### config.mk
export PLATFORM = sky130hd
export DESIGN_NAME = button_conditioner
export DESIGN_NICKNAME = d
export VERILOG_FILES = /design/src/rtl/button_conditioner.sv
export SDC_FILE = /design/constraint.sdc
export NUM_CORES = 1
export LEC_CHECK = 0
export CAP_MARGIN = 20
export CORE_ASPECT_RATIO = 1.4
export CORE_MARGIN = 3
export CORE_UTILIZATION = 66
export CTS_BUF_LIST = sky130_fd_sc_hd__clkbuf_4 sky130_fd_sc_hd__clkbuf_8
export DETAILED_ROUTE_END_ITERATION = 16
export DONT_BUFFER_PORTS = 1
export GPL_ROUTABILITY_DRIVEN = 0
export GPL_TIMING_DRIVEN = 0
export PLACE_DENSITY_LB_ADDON = 0.12
export SLEW_MARGIN = 20
export SYNTH_ARGS = -nofsm -noshare
export SYNTH_HDL_FRONTEND = slang
export SYNTH_SLANG_ARGS = --single-unit
### constraint.sdc
create_clock -name clk -period 3.1 [get_ports clk]
set_clock_uncertainty 0.2 [all_clocks]
set_input_delay 0.31 -clock clk [delete_from_list [all_inputs] [get_ports clk]]
set_output_delay 0.31 -clock clk [all_outputs]
set_load 0.02 [all_outputs]
### src/rtl/button_conditioner.sv
// Push-button input conditioner.
// Each channel turns a raw, asynchronous, bouncing button level into clean
// synchronous events. The stages are a polarity fix, a 2-FF synchroniser, a
// counter debouncer that emits press/release pulses, and a per-channel hold FSM
// that fires a single long-press pulse.
// All outputs come from flops, so nothing on btn_raw reaches an output
// combinationally.

module button_conditioner #(
  parameter int N_BTN       = 4,
  parameter int DB_COUNT    = 50000,
  parameter int LONG_CYCLES = 5000000,
  parameter int ACTIVE_LOW  = 0
) (
  input  logic             clk,
  input  logic             reset,
  input  logic [N_BTN-1:0] btn_raw,
  output logic [N_BTN-1:0] btn_level,
  output logic [N_BTN-1:0] btn_press,
  output logic [N_BTN-1:0] btn_release,
  output logic [N_BTN-1:0] btn_long
);

  localparam int DB_W   = (DB_COUNT > 1) ? $clog2(DB_COUNT) : 1;
  localparam int HOLD_W = (LONG_CYCLES > 1) ? $clog2(LONG_CYCLES) : 1;

  // Last debounce count value; reaching it with a still-differing sample
  // accepts the new level on the following edge.
  localparam logic [DB_W-1:0] DB_LAST = DB_W'(DB_COUNT - 1);

  // The hold counter is armed one step early so that the long pulse appears
  // on the same edge at which the counter would reach LONG_CYCLES-1.
  localparam logic [HOLD_W-1:0] HOLD_ARM  = HOLD_W'(LONG_CYCLES - 2);
  localparam logic [HOLD_W-1:0] HOLD_LAST = HOLD_W'(LONG_CYCLES - 1);

  typedef enum logic [1:0] {
    ST_IDLE = 2'd0,
    ST_HELD = 2'd1,
    ST_LONG = 2'd2
  } hold_state_e;

  // Normalise polarity so that 1 always means "pressed" from here on.
  logic [N_BTN-1:0] pol_w;
  assign pol_w = (ACTIVE_LOW != 0) ? ~btn_raw : btn_raw;

  // Two-stage synchroniser. Only s2 is used downstream.
  logic [N_BTN-1:0] s1_q;
  logic [N_BTN-1:0] s2_q;

  // Synchroniser flops; reset loads "not pressed" so a held button is seen
  // as a fresh press once reset is released.
  always_ff @(posedge clk) begin
    // NOTE: clocked state uses non-blocking assignments so that s2 samples
    // the previous s1 value rather than the value written on this same edge.
    if (reset) begin
      s1_q <= '0;
      s2_q <= '0;
    end else begin
      s1_q <= pol_w;
      s2_q <= s1_q;
    end
  end

  for (genvar ch = 0; ch < N_BTN; ch++) begin : g_ch

    logic [DB_W-1:0]   db_cnt_q, db_cnt_d;
    logic              level_q, level_d;
    logic              press_q, press_d;
    logic              release_q, release_d;
    logic              accept_w;

    hold_state_e       state_q;
    logic [HOLD_W-1:0] hold_q;
    logic              long_q;

    // The synchronised sample disagrees with the accepted level for the last
    // qualifying cycle, so the level flips on this edge.
    assign accept_w = (s2_q[ch] != level_q) && (db_cnt_q == DB_LAST);

    // Debounce next state: count consecutive differing samples. A single
    // sample back at the old level clears the count, which rejects glitches.
    always_comb begin
      // NOTE: every signal gets a default first so that no path through the
      // conditionals leaves it unassigned, which would infer a latch.
      db_cnt_d  = '0;
      level_d   = level_q;
      press_d   = 1'b0;
      release_d = 1'b0;
      if (s2_q[ch] != level_q) begin
        if (db_cnt_q == DB_LAST) begin
          level_d   = s2_q[ch];
          press_d   = s2_q[ch];
          release_d = ~s2_q[ch];
        end else begin
          db_cnt_d = db_cnt_q + 1'b1;
        end
      end
    end

    // Debounce registers. The press and release pulses are registered
    // together with the level, so they line up with its first new cycle.
    always_ff @(posedge clk) begin
      // NOTE: every counter and flag here is control state, so all of them are
      // reset explicitly. Nothing in this block is a data array that could
      // be left unreset.
      if (reset) begin
        db_cnt_q  <= '0;
        level_q   <= 1'b0;
        press_q   <= 1'b0;
        release_q <= 1'b0;
      end else begin
        db_cnt_q  <= db_cnt_d;
        level_q   <= level_d;
        press_q   <= press_d;
        release_q <= release_d;
      end
    end

    // Hold FSM: time an accepted press and emit one long pulse. The counter
    // freezes in LONG, so it never wraps and the pulse never repeats.
    always_ff @(posedge clk) begin
      if (reset) begin
        state_q <= ST_IDLE;
        hold_q  <= '0;
        long_q  <= 1'b0;
      end else begin
        long_q <= 1'b0;
        unique case (state_q)
          ST_IDLE: begin
            if (accept_w && s2_q[ch]) begin
              state_q <= ST_HELD;
              hold_q  <= '0;
            end
          end
          ST_HELD: begin
            if (accept_w && !s2_q[ch]) begin
              state_q <= ST_IDLE;
            end else if (hold_q == HOLD_ARM) begin
              state_q <= ST_LONG;
              hold_q  <= HOLD_LAST;
              long_q  <= 1'b1;
            end else begin
              hold_q <= hold_q + 1'b1;
            end
          end
          ST_LONG: begin
            if (accept_w && !s2_q[ch]) begin
              state_q <= ST_IDLE;
            end
          end
          default: begin
            state_q <= ST_IDLE;
            hold_q  <= '0;
          end
        endcase
      end
    end

    assign btn_level[ch]   = level_q;
    assign btn_press[ch]   = press_q;
    assign btn_release[ch] = release_q;
    assign btn_long[ch]    = long_q;

  end : g_ch

endmodule

; ---- Yosys cells after proc, flatten, opt, wreduce, memory -nomap -nowiden
; Cells that the tools add are included.
[totals]
mem_bits_rw = 0
mem_bits_ro = 0
memories = 0
wordCells = 178
register_bits = 188
latchBits = 0
[classes]
reduce_logical = 44
n_mul = 0
n_eq_ne = 36
mux = 40
div = 0
n_shift = 0
addsub = 8
bitwise_logic = 20
order_cmp = 0
[ops]
columns = operator, count
row1 = two-way mux 23 bit, 12
row2 = case mux 23 bit (3 select lines), 4
row3 = adder 23 x 1 -> 23 bit (second input constant), 4
row4 = == test 23 bit (second input constant), 4
row5 = adder 16 x 1 -> 16 bit (second input constant), 4
row6 = == test 16 bit (second input constant), 4
row7 = OR reduction 3 bit, 12
row8 = two-way mux 2 bit, 16
row9 = != test 2 bit (second input constant), 12
row10 = case mux 2 bit (3 select lines), 4
row11 = AND reduction 3 bit, 8
row12 = NOT 1 bit, 20
row13 = logical AND 1 bit, 12
row14 = != test 3 bit (second input constant), 4
row15 = == test 2 x 1 -> 1 bit (second input constant), 4
row16 = == test 2 bit (second input constant), 4
row17 = logical NOT 2 bit, 4
row18 = AND reduction 2 bit, 4
row19 = logical NOT 1 bit, 4
row20 = two-way mux 1 bit, 4
row21 = != test 1 bit, 4

; ---- Longest topological paths before layout
; Gate-level depths: netlist of the first run.
[depth]
depth_word = 5
mapped_depth = 9

; ---- Worst setup path before layout of the first run
; Ideal clock, no wire load.
[synth_path]
kind = register to register
from = register g_ch[3].db_cnt_q[0]
to = register g_ch[3].hold_q[9]
path_stages_with_launch = 10
slack_ns = 0.730
arrival_time_ns = 2.053
t_required_ns = 2.783
path_cell_list = dfxtp_1 > ha_1 > and3_1 > clkbuf_1 > nand4_1 > nor4_1 > and4bb_2 > buf_2 > a21o_1 > a22o_1
[synth_between]
elab_chain_len = 5
word_cells_on_any_way = 7
cone_classes = eq/ne: 3 / reduce/logical: 4
[synth_lines]
columns = element, line
row1 = "start, declared", 66  ; logic [DB_W-1:0] db_cnt_q, db_cnt_d;
row2 = "start signal, assigned", 112  ; db_cnt_q <= db_cnt_d;
row3 = == test 16 bit *, 78  ; assign accept_w = (s2_q[ch] != level_q) && (db_cnt_q == DB_LAST);
row4 = logical AND 1 bit *, 78
row5 = logical AND 1 bit (on tied branches), "136, 130"
row6 = != test 2 bit (no source line), -
row7 = AND reduction 3 bit (no source line) *, -
row8 = "end signal, assigned", 143  ; hold_q <= hold_q + 1'b1;
row9 = "end, declared", 73  ; logic [HOLD_W-1:0] hold_q;
; Every way passes the cells marked *; elsewhere a longest branch is shown, timed or not.
; A chain may end at the register's enable or synchronous reset.

; ---- Final worst setup path of the first run
[layout_path]
from = register g_ch[0].db_cnt_q[0]
to = register g_ch[0].hold_q[2]
[layout_between]
elab_chain_len = 5
word_cells_on_any_way = 7
cone_classes = eq/ne: 3 / reduce/logical: 4
[layout_lines]
columns = element, line
row1 = "start, declared", 66
row2 = "start signal, assigned", 112
row3 = == test 16 bit *, 78
row4 = logical AND 1 bit *, 78
row5 = logical AND 1 bit (on tied branches), "136, 130"
row6 = != test 2 bit (no source line), -
row7 = AND reduction 3 bit (no source line) *, -
row8 = "end signal, assigned", 143
row9 = "end, declared", 73
; Marked as above.

==> impl_metrics.xml, run 1 <==
<?xml version="1.0" encoding="UTF-8"?>
<metrics>
  <group name="clock_tree">
    <metric name="clkSinkCount" unit="">188</metric>
    <metric name="cts.reportedPaths.clkPinSlew" unit="ns">0.09</metric>
    <metric name="cts_root_buf" unit="">clkbuf_8</metric>
    <metric name="post-cts-setup-buffer-count" unit="">0</metric>
    <metric name="clock_insertion_delay_at_the_later_pin_of_the_skew_report" unit="ns">0.48</metric>
    <metric name="cts_made_buffers" unit="">17</metric>
    <metric name="cts_max_level" unit="">4</metric>
    <metric name="clk_path_buf_depth" unit="">2</metric>
    <metric name="tritoncts_clock_tree" unit="">done</metric>
  </group>
  <group name="routing">
    <metric name="detail_route.drc_violations" unit="">0</metric>
    <metric name="dr.first_iter.drc_count" unit="">605</metric>
    <metric name="finalWirelength" unit="um">22100</metric>
    <metric name="drt-vias-per-instance" unit="">6.23</metric>
    <metric name="dr_vias" unit="">8647</metric>
    <metric name="ant_nets" unit="">0</metric>
    <metric name="wl_per_cell" unit="um">15.9</metric>
    <metric name="first_pass_detailed_route_iteration_total" unit="">5</metric>
  </group>
  <group name="floorplanning">
    <metric name="placeableCoreArea" unit="um2">14000</metric>
    <metric name="io-pin-count" unit="">22</metric>
    <metric name="rows" unit="">51</metric>
    <metric name="die-height" unit="um">148</metric>
    <metric name="initial_util" unit="%">67.7</metric>
    <metric name="floorplan.die_area" unit="um2">15800</metric>
    <metric name="die_w" unit="um">107</metric>
  </group>
  <group name="final_layout">
    <metric name="final_cell_area" unit="um2">10100</metric>
    <metric name="post_route_cells_drive_above_1_share" unit="%">7.39</metric>
    <metric name="area_growth_syn_to_layout" unit="%">7.12</metric>
    <metric name="nNetsFinal" unit="">1210</metric>
    <metric name="layoutNonFillerInstCount" unit="">1389</metric>
    <metric name="antenna-diode-count" unit="">0</metric>
  </group>
  <group name="sta">
    <metric name="actual_slew_at_the_worst_max_slew_pin" unit="ns">0.961</metric>
    <metric name="final-setup-viol-count" unit="">0</metric>
    <metric name="timing.final.crit_share" unit="%">91.8</metric>
    <metric name="setup_slack" unit="ns">0.254</metric>
    <metric name="max_freq" unit="MHz">351</metric>
    <metric name="finalMaxSlewViolations" unit="">0</metric>
    <metric name="setup_repair_after_global_routing_missed_its_margin" unit="">false</metric>
    <metric name="hold_viol_final" unit="">0</metric>
    <metric name="period_needed" unit="ns">2.85</metric>
    <metric name="max-slew-margin-rel" unit="%">35.2</metric>
    <metric name="final.setup.tns" unit="ns">0</metric>
  </group>
  <group name="setup_path">
    <metric name="timing.rr.start" unit="">g_ch[0].db_cnt_q[0]</metric>
    <metric name="timing.critical_path.slowest_cell_delay" unit="ns">0.48</metric>
    <metric name="rr_endpoint" unit="">g_ch[0].hold_q[2]</metric>
    <metric name="slowest_stage" unit="">o21ai_2</metric>
    <metric name="crit_type" unit="">flop to flop</metric>
    <metric name="cp_cell_sequence" unit="">ha_1 -&gt; and3_1 -&gt; clkbuf_1 -&gt; nand4_1 -&gt; o21ai_2 -&gt; buf_2 -&gt; o21ai_0 -&gt; a21oi_1 -&gt; nor2_1</metric>
    <metric name="critical_path_peak_fanout" unit="">10</metric>
    <metric name="worst_ep_required_time" unit="ns">3.25</metric>
    <metric name="crit_path_arrival_time" unit="ns">3.00</metric>
    <metric name="timing.critical_path.from_type" unit="">flop</metric>
    <metric name="critical_path.startpoint" unit="">g_ch[0].db_cnt_q[0]</metric>
    <metric name="reg2regPathDepth" unit="">9</metric>
    <metric name="end_kind" unit="">flop</metric>
    <metric name="r2r_setup_slack" unit="ns">0.25</metric>
    <metric name="critical_path.endpoint" unit="">g_ch[0].hold_q[2]</metric>
  </group>
  <group name="global_route">
    <metric name="grt_use_met2" unit="%">51.6</metric>
    <metric name="use_met3" unit="%">5.55</metric>
    <metric name="grt_first_pass_wirelength" unit="um">37400</metric>
    <metric name="grt_util_met1" unit="%">32.7</metric>
    <metric name="grt_pass1_vias" unit="">8274</metric>
    <metric name="maximum_number_of_pins_on_one_net_before_global_route_repair" unit="">17</metric>
    <metric name="antenna_found_initial" unit="">0</metric>
    <metric name="gr-total-overflow" unit="">0</metric>
    <metric name="global_route.peak_usage_layer" unit="">met2</metric>
    <metric name="track_usage" unit="%">28.6</metric>
  </group>
  <group name="yosys">
    <metric name="syn_area_per_cell" unit="um2">8.10</metric>
    <metric name="synth.distinct_cells" unit="">70</metric>
    <metric name="sequential_fraction_of_the_synthesis_area" unit="%">39.8</metric>
    <metric name="netlist_area" unit="um2">9460</metric>
    <metric name="synth_edf_count" unit="">0</metric>
    <metric name="synth_warnings" unit="">0</metric>
    <metric name="yosys.area.top_type" unit="">dfxtp_1</metric>
    <metric name="synthTopCellsByArea" unit="">dfxtp_1 (40%), nor2_1 (5.9%), a21oi_1 (4.6%), o21ai_0 (4.5%), nand3_1 (3.4%)</metric>
    <metric name="syn-num-nets" unit="">1186</metric>
    <metric name="synth-async-reset-ratio" unit="%">0</metric>
    <metric name="postSynthRegisterBits" unit="">188</metric>
    <metric name="synth_cells" unit="">1168</metric>
    <metric name="postSynth.topFlopCell" unit="">dfxtp_1</metric>
    <metric name="synth.top_cell.area_share" unit="%">39.8</metric>
  </group>
  <group name="placement">
    <metric name="placed_cell_area" unit="um2">9690</metric>
    <metric name="dp_hpwl" unit="um">15500</metric>
    <metric name="placement.io_buffers" unit="">0</metric>
    <metric name="placed_cells_incl_taps" unit="">1353</metric>
    <metric name="place_worst_setup_slack" unit="ns">0.0802</metric>
  </group>
  <group name="pwr">
    <metric name="p_leak" unit="nW">3.40</metric>
    <metric name="max-vdd-ir-drop" unit="mV">0.285</metric>
    <metric name="pwr_density_cell" unit="nW/um2">404</metric>
    <metric name="power.total" unit="mW">4.09</metric>
  </group>
  <group name="flow_run">
    <metric name="maxCapViolCount" unit="">0</metric>
  </group>
  <group name="run_status">
    <metric name="run_status" unit="">finished clean</metric>
  </group>
  <group name="worst_hold_path">
    <metric name="min_path_type" unit="">flop to flop</metric>
  </group>
</metrics>
placed cells by master, fill, tap and decap left out, types with 19 or more instances in the layout:
cell / instances
a21oi_1: 87
a31oi_1: 19
and3_1: 29
buf_4: 19
clkbuf_1: 29
clkbuf_8: 20
dfxtp_1: 188
inv_1: 34
nand2_1: 79
nand3_1: 65
nand4_1: 35
nor2_1: 148
nor2b_1: 19
nor3_1: 35
nor4_1: 21
o21ai_0: 85
or3_1: 21
xnor2_1: 28
xor2_1: 28
registers in the layout, summed over array words and instances, names as in the netlist:
register,cells
g_ch.state_q,8
g_ch.press_q,4
g_ch.db_cnt_q,64
s2_q,4
s1_q,4
g_ch.release_q,4
g_ch.level_q,4
g_ch.hold_q,92
g_ch.long_q,4
worst max-delay path, delay by kind of cell (launching register included):
kind	cells	cell delay (ns)
simple gates	3	0.58
compound gates	3	0.78
flops	1	0.37
buf+inv	2	0.57
fa+ha+maj	1	0.23
cell usage after synthesis, drive strengths merged (5+ instances only):
cell	number
dfxtp	188
nor2	150
o21ai	88
a21oi	87
nand2	79
nand3	65
nor3	37
nand4	36
inv	34
buf	33
and3	29
clkbuf	29
xnor2	28
xor2	28
nor4	25
or3	21
a31oi	20
nor2b	19
a21o	16
nand2b	15
nor4b	15
and4	13
a22o	12
ha	12
and2	7
nor4bb	7
o31ai	7
mux2i	6
o31a	6
o41ai	6
or4	6
or2	5
cell type report:
type	count	area, um2
clock buffer	21	283
clock inverter	10	91.3
buffer	62	324
sequential	188	3760
timing repair buffer	5	50.0
tap	185	231
fill	1138	3850
multi-input combinational	884	5260
inverter	34	128
layer usage:
metal / wire length (um) / part of all wire [%]
met5: 0 / 0
met3: 1070 / 4.8
met1: 9210 / 42
met2: 11400 / 51
met4: 485 / 2.2
worst min path at each step:
stage                     slack, ns  cells after the start             endpoint                start
after CTS                      0.25                      1  g_ch[3].db_cnt_q[0]  g_ch[3].db_cnt_q[0]
after global routing           0.27                      1              s2_q[3]              s1_q[3]
after floorplan                0.21                      1  g_ch[0].db_cnt_q[0]  g_ch[0].db_cnt_q[0]
after detailed placement       0.23                      1              s2_q[3]              s1_q[3]
final                          0.25                      1  g_ch[3].db_cnt_q[0]  g_ch[3].db_cnt_q[0]
after global placement         0.22                      1              s2_q[3]              s1_q[3]
per-stage QoR:
stage / util (%) / hold WS, ns
finish: 72.5 / 0.251
global route: 72.5 / 0.267
CTS: 72.4 / 0.252
detailed placement: 69.3 / 0.228
global placement: 69.3 / 0.220
floorplan: - / 0.213
power breakdown:
group	total [mW]	internal [mW]	switching [mW]
combinational	0.0922	0.0315	0.0607
sequential	2.44	2.42	0.0113
clock	1.56	0.701	0.864
cell families after synthesis:
group                      synth area share [%]
xor gates and xnor gates                   5.19
and+or+nand+nor                            30.9
DFF                                        39.8
muxes                                     0.754
adders and majority gates                  1.59
AOI/OAI and AO/OA                          17.0
buffers and inverters                      4.78
what timing repair did:
action                                  CTS  global route
endpoints found under the setup margin    0             7
gates resized for setup                   0             1
hold buffers                              5             0
hold endpoints to repair                  5             0
Note: power is estimated with default switching activity, not from simulation.
==> run 2, diff against run 1 <==
CORE_ASPECT_RATIO = 1.25   (was 1.4)
==> run 2 against run 1 <==
Setup slack improved by 0.023 ns. Critical path depth fell by 3. Utilization grew 0.12 points. Highest routed layer unchanged. Critical endpoint is now g_ch[3].hold_q[6]. Sequential share of layout area about the same. Cell count shrank 0.86%. Flip-flop and latch count is the same. Register-to-register slack improved by 0.02 ns. Final area decreased by 0.12%. First-iteration DRC count increased by 14%.
==> impl_metrics.xml, run 2 (synthesis gave the netlist of run 1 again) <==
<?xml version="1.0" encoding="UTF-8"?>
<metrics>
  <group name="global_route">
    <metric name="grt_pass1_vias" unit="">8123</metric>
    <metric name="grt_first_pass_wirelength" unit="um">36600</metric>
    <metric name="track_usage" unit="%">27.7</metric>
    <metric name="gr-total-overflow" unit="">0</metric>
    <metric name="antenna_found_initial" unit="">0</metric>
    <metric name="maximum_number_of_pins_on_one_net_before_global_route_repair" unit="">17</metric>
  </group>
  <group name="sta">
    <metric name="finalMaxSlewViolations" unit="">0</metric>
    <metric name="period_needed" unit="ns">2.82</metric>
    <metric name="setup_slack" unit="ns">0.278</metric>
    <metric name="final.setup.tns" unit="ns">0</metric>
    <metric name="final-setup-viol-count" unit="">0</metric>
    <metric name="actual_slew_at_the_worst_max_slew_pin" unit="ns">1.10</metric>
    <metric name="max-slew-margin-rel" unit="%">25.8</metric>
    <metric name="hold_viol_final" unit="">0</metric>
    <metric name="setup_repair_after_global_routing_missed_its_margin" unit="">false</metric>
    <metric name="timing.final.crit_share" unit="%">91.0</metric>
    <metric name="max_freq" unit="MHz">354</metric>
  </group>
  <group name="floorplanning">
    <metric name="io-pin-count" unit="">22</metric>
    <metric name="rows" unit="">48</metric>
    <metric name="placeableCoreArea" unit="um2">13900</metric>
    <metric name="initial_util" unit="%">67.9</metric>
    <metric name="floorplan.die_area" unit="um2">15800</metric>
    <metric name="die-height" unit="um">140</metric>
    <metric name="die_w" unit="um">113</metric>
  </group>
  <group name="routing">
    <metric name="routed-wl-met2" unit="um">10700</metric>
    <metric name="ant_nets" unit="">0</metric>
    <metric name="dr.max_layer_used" unit="">met4</metric>
    <metric name="finalWirelength" unit="um">21600</metric>
    <metric name="drt-vias-per-instance" unit="">6.24</metric>
    <metric name="route.layer.met1.wl" unit="um">9370</metric>
    <metric name="dr.first_iter.drc_count" unit="">692</metric>
    <metric name="detail_route.drc_violations" unit="">0</metric>
    <metric name="wl_per_cell" unit="um">15.7</metric>
    <metric name="first_pass_detailed_route_iteration_total" unit="">5</metric>
    <metric name="met3WireLength" unit="um">1040</metric>
    <metric name="dr_vias" unit="">8591</metric>
  </group>
  <group name="placement">
    <metric name="placement.io_buffers" unit="">0</metric>
    <metric name="placed_cells_incl_taps" unit="">1343</metric>
    <metric name="place_worst_setup_slack" unit="ns">0.144</metric>
    <metric name="dp_hpwl" unit="um">14800</metric>
  </group>
  <group name="pwr">
    <metric name="clkPwrFrac" unit="%">39.0</metric>
    <metric name="power.total" unit="mW">4.15</metric>
    <metric name="p_int" unit="mW">3.24</metric>
    <metric name="power_frac_comb" unit="%">2.2</metric>
    <metric name="power.share.switching" unit="%">21.9</metric>
    <metric name="seq_power_share" unit="%">58.8</metric>
    <metric name="max-vdd-ir-drop" unit="mV">0.268</metric>
    <metric name="total_switching_power" unit="uW">907</metric>
    <metric name="p_leak" unit="nW">3.42</metric>
    <metric name="pwr_density_cell" unit="nW/um2">410</metric>
  </group>
  <group name="clock_tree">
    <metric name="tritoncts_clock_tree" unit="">done</metric>
    <metric name="cts_max_level" unit="">4</metric>
    <metric name="clkSinkCount" unit="">188</metric>
    <metric name="clock_insertion_delay_at_the_later_pin_of_the_skew_report" unit="ns">0.48</metric>
    <metric name="cts_made_buffers" unit="">17</metric>
    <metric name="cts.reportedPaths.clkPinSlew" unit="ns">0.10</metric>
    <metric name="clk_path_buf_depth" unit="">2</metric>
    <metric name="post-cts-setup-buffer-count" unit="">0</metric>
    <metric name="cts_root_buf" unit="">clkbuf_8</metric>
  </group>
  <group name="worst_hold_path">
    <metric name="hold_path.startpoint" unit="">s1_q[3]</metric>
    <metric name="min_path_type" unit="">flop to flop</metric>
  </group>
  <group name="setup_path">
    <metric name="crit_path_arrival_time" unit="ns">3.01</metric>
    <metric name="end_kind" unit="">flop</metric>
    <metric name="critical_path.startpoint" unit="">g_ch[3].hold_q[1]</metric>
    <metric name="timing.rr.start" unit="">g_ch[3].hold_q[1]</metric>
    <metric name="timing.critical_path.from_type" unit="">flop</metric>
    <metric name="worst_ep_required_time" unit="ns">3.29</metric>
    <metric name="critical_path_peak_fanout" unit="">6</metric>
    <metric name="crit_type" unit="">flop to flop</metric>
  </group>
  <group name="final_layout">
    <metric name="most_frequent_cells_in_the_layout" unit="">dfxtp_1 (188), nor2_1 (148), a21oi_1 (87)</metric>
    <metric name="largest_registers" unit="">g_ch.hold_q (92), g_ch.db_cnt_q (64), g_ch.state_q (8)</metric>
    <metric name="area_growth_syn_to_layout" unit="%">6.99</metric>
    <metric name="number_of_flip_flops_in_the_largest_register" unit="">92</metric>
    <metric name="largest-register" unit="">g_ch.hold_q</metric>
    <metric name="nNetsFinal" unit="">1210</metric>
    <metric name="antenna-diode-count" unit="">0</metric>
    <metric name="layoutNonFillerInstCount" unit="">1377</metric>
    <metric name="post_route_cells_drive_above_1_share" unit="%">7.15</metric>
    <metric name="leading_cell_type_in_the_layout_fill_and_taps_excluded" unit="">dfxtp_1</metric>
    <metric name="post-route-util" unit="%">72.6</metric>
  </group>
  <group name="run_status">
    <metric name="run_status" unit="">finished clean</metric>
  </group>
  <group name="flow_run">
    <metric name="maxCapViolCount" unit="">0</metric>
  </group>
</metrics>
==> run 2: cell types whose count changed in the layout (fill, tap and decap cells not counted) <==
cell / delta
bufinv_16: +1
clkbuf_4: +1
clkinv_4: +1
clkinvlp_4: -4
inv_6: -1
o41ai_1: +1
o41ai_2: -1
==> run 2: metal layers <==
| layer | GRT usage, % | up-vias |
|---|---|---|
| met5 | 0 | - |
| met4 | 11.8 | 0 |
| met3 | 5.92 | 46 |
| met2 | 46.4 | 233 |
| met1 | 34.2 | 4057 |
| li1 | - | 4255 |
==> run 2: worst max-delay path, cell delays in order, from the launching register on <==
cell and delay (ns):
dfxtp_1 0.43, ha_1 0.19, nor4b_1 0.25, nand4_1 0.20, o41ai_1 1.03, o22ai_1 0.21
a21o_1 0.22
==> run 2: layout make-up <==
cell class | instances | area, um2
tap | 175 | 219
clock inverter | 7 | 91.3
fill | 1165 | 3820
multi-input combinational | 884 | 5250
clock buffer | 22 | 290
timing repair buffer | 5 | 50.0
inverter | 34 | 128
sequential | 188 | 3760
buffer | 62 | 324
==> run 2: final timing paths <==
kind | to | slack (ns) | depth (start not counted)
worst max-delay path | g_ch[3].hold_q[6] | 0.28 | 6
worst min-delay path | s2_q[3] | 0.25 | 1
worst max register to register | g_ch[3].hold_q[6] | 0.28 | 6
worst min register to register | s2_q[3] | 0.25 | 1
==> run 2: through the flow <==
stage | instance area (um2) | hold slack [ns]
5_1_grt | 10100 | 0.262
3_3_place_gp | 9670 | 0.218
4_1_cts | 10100 | 0.254
3_5_place_dp | 9680 | 0.235
6_report | 10100 | 0.246
2_1_floorplan | 9460 | 0.213
==> run 2: timing repair <==
| action | 4_1_cts | 5_1_grt |
|---|---|---|
| hold endpoints to repair | 5 | 0 |
| resized for setup | 0 | 1 |
| hold buffers | 5 | 0 |
| endpoints found under the setup margin | 0 | 6 |
==> run 2: power groups by stage <==
stage               logic [mW]  clock network (mW)  registers (mW)
global route             0.103                1.74            2.44
finish                  0.0930                1.62            2.44
floorplan               0.0609                   0            2.49
global placement        0.0858                   0            2.49
CTS                     0.0924                1.63            2.44
detailed placement      0.0872                   0            2.49
==> run 3, diff against run 2 <==
CTS_CLUSTER_DIAMETER = 50   (was not set)
==> results of run 3 <==
Final layout, timing and power as in run 2 (identical DEF).
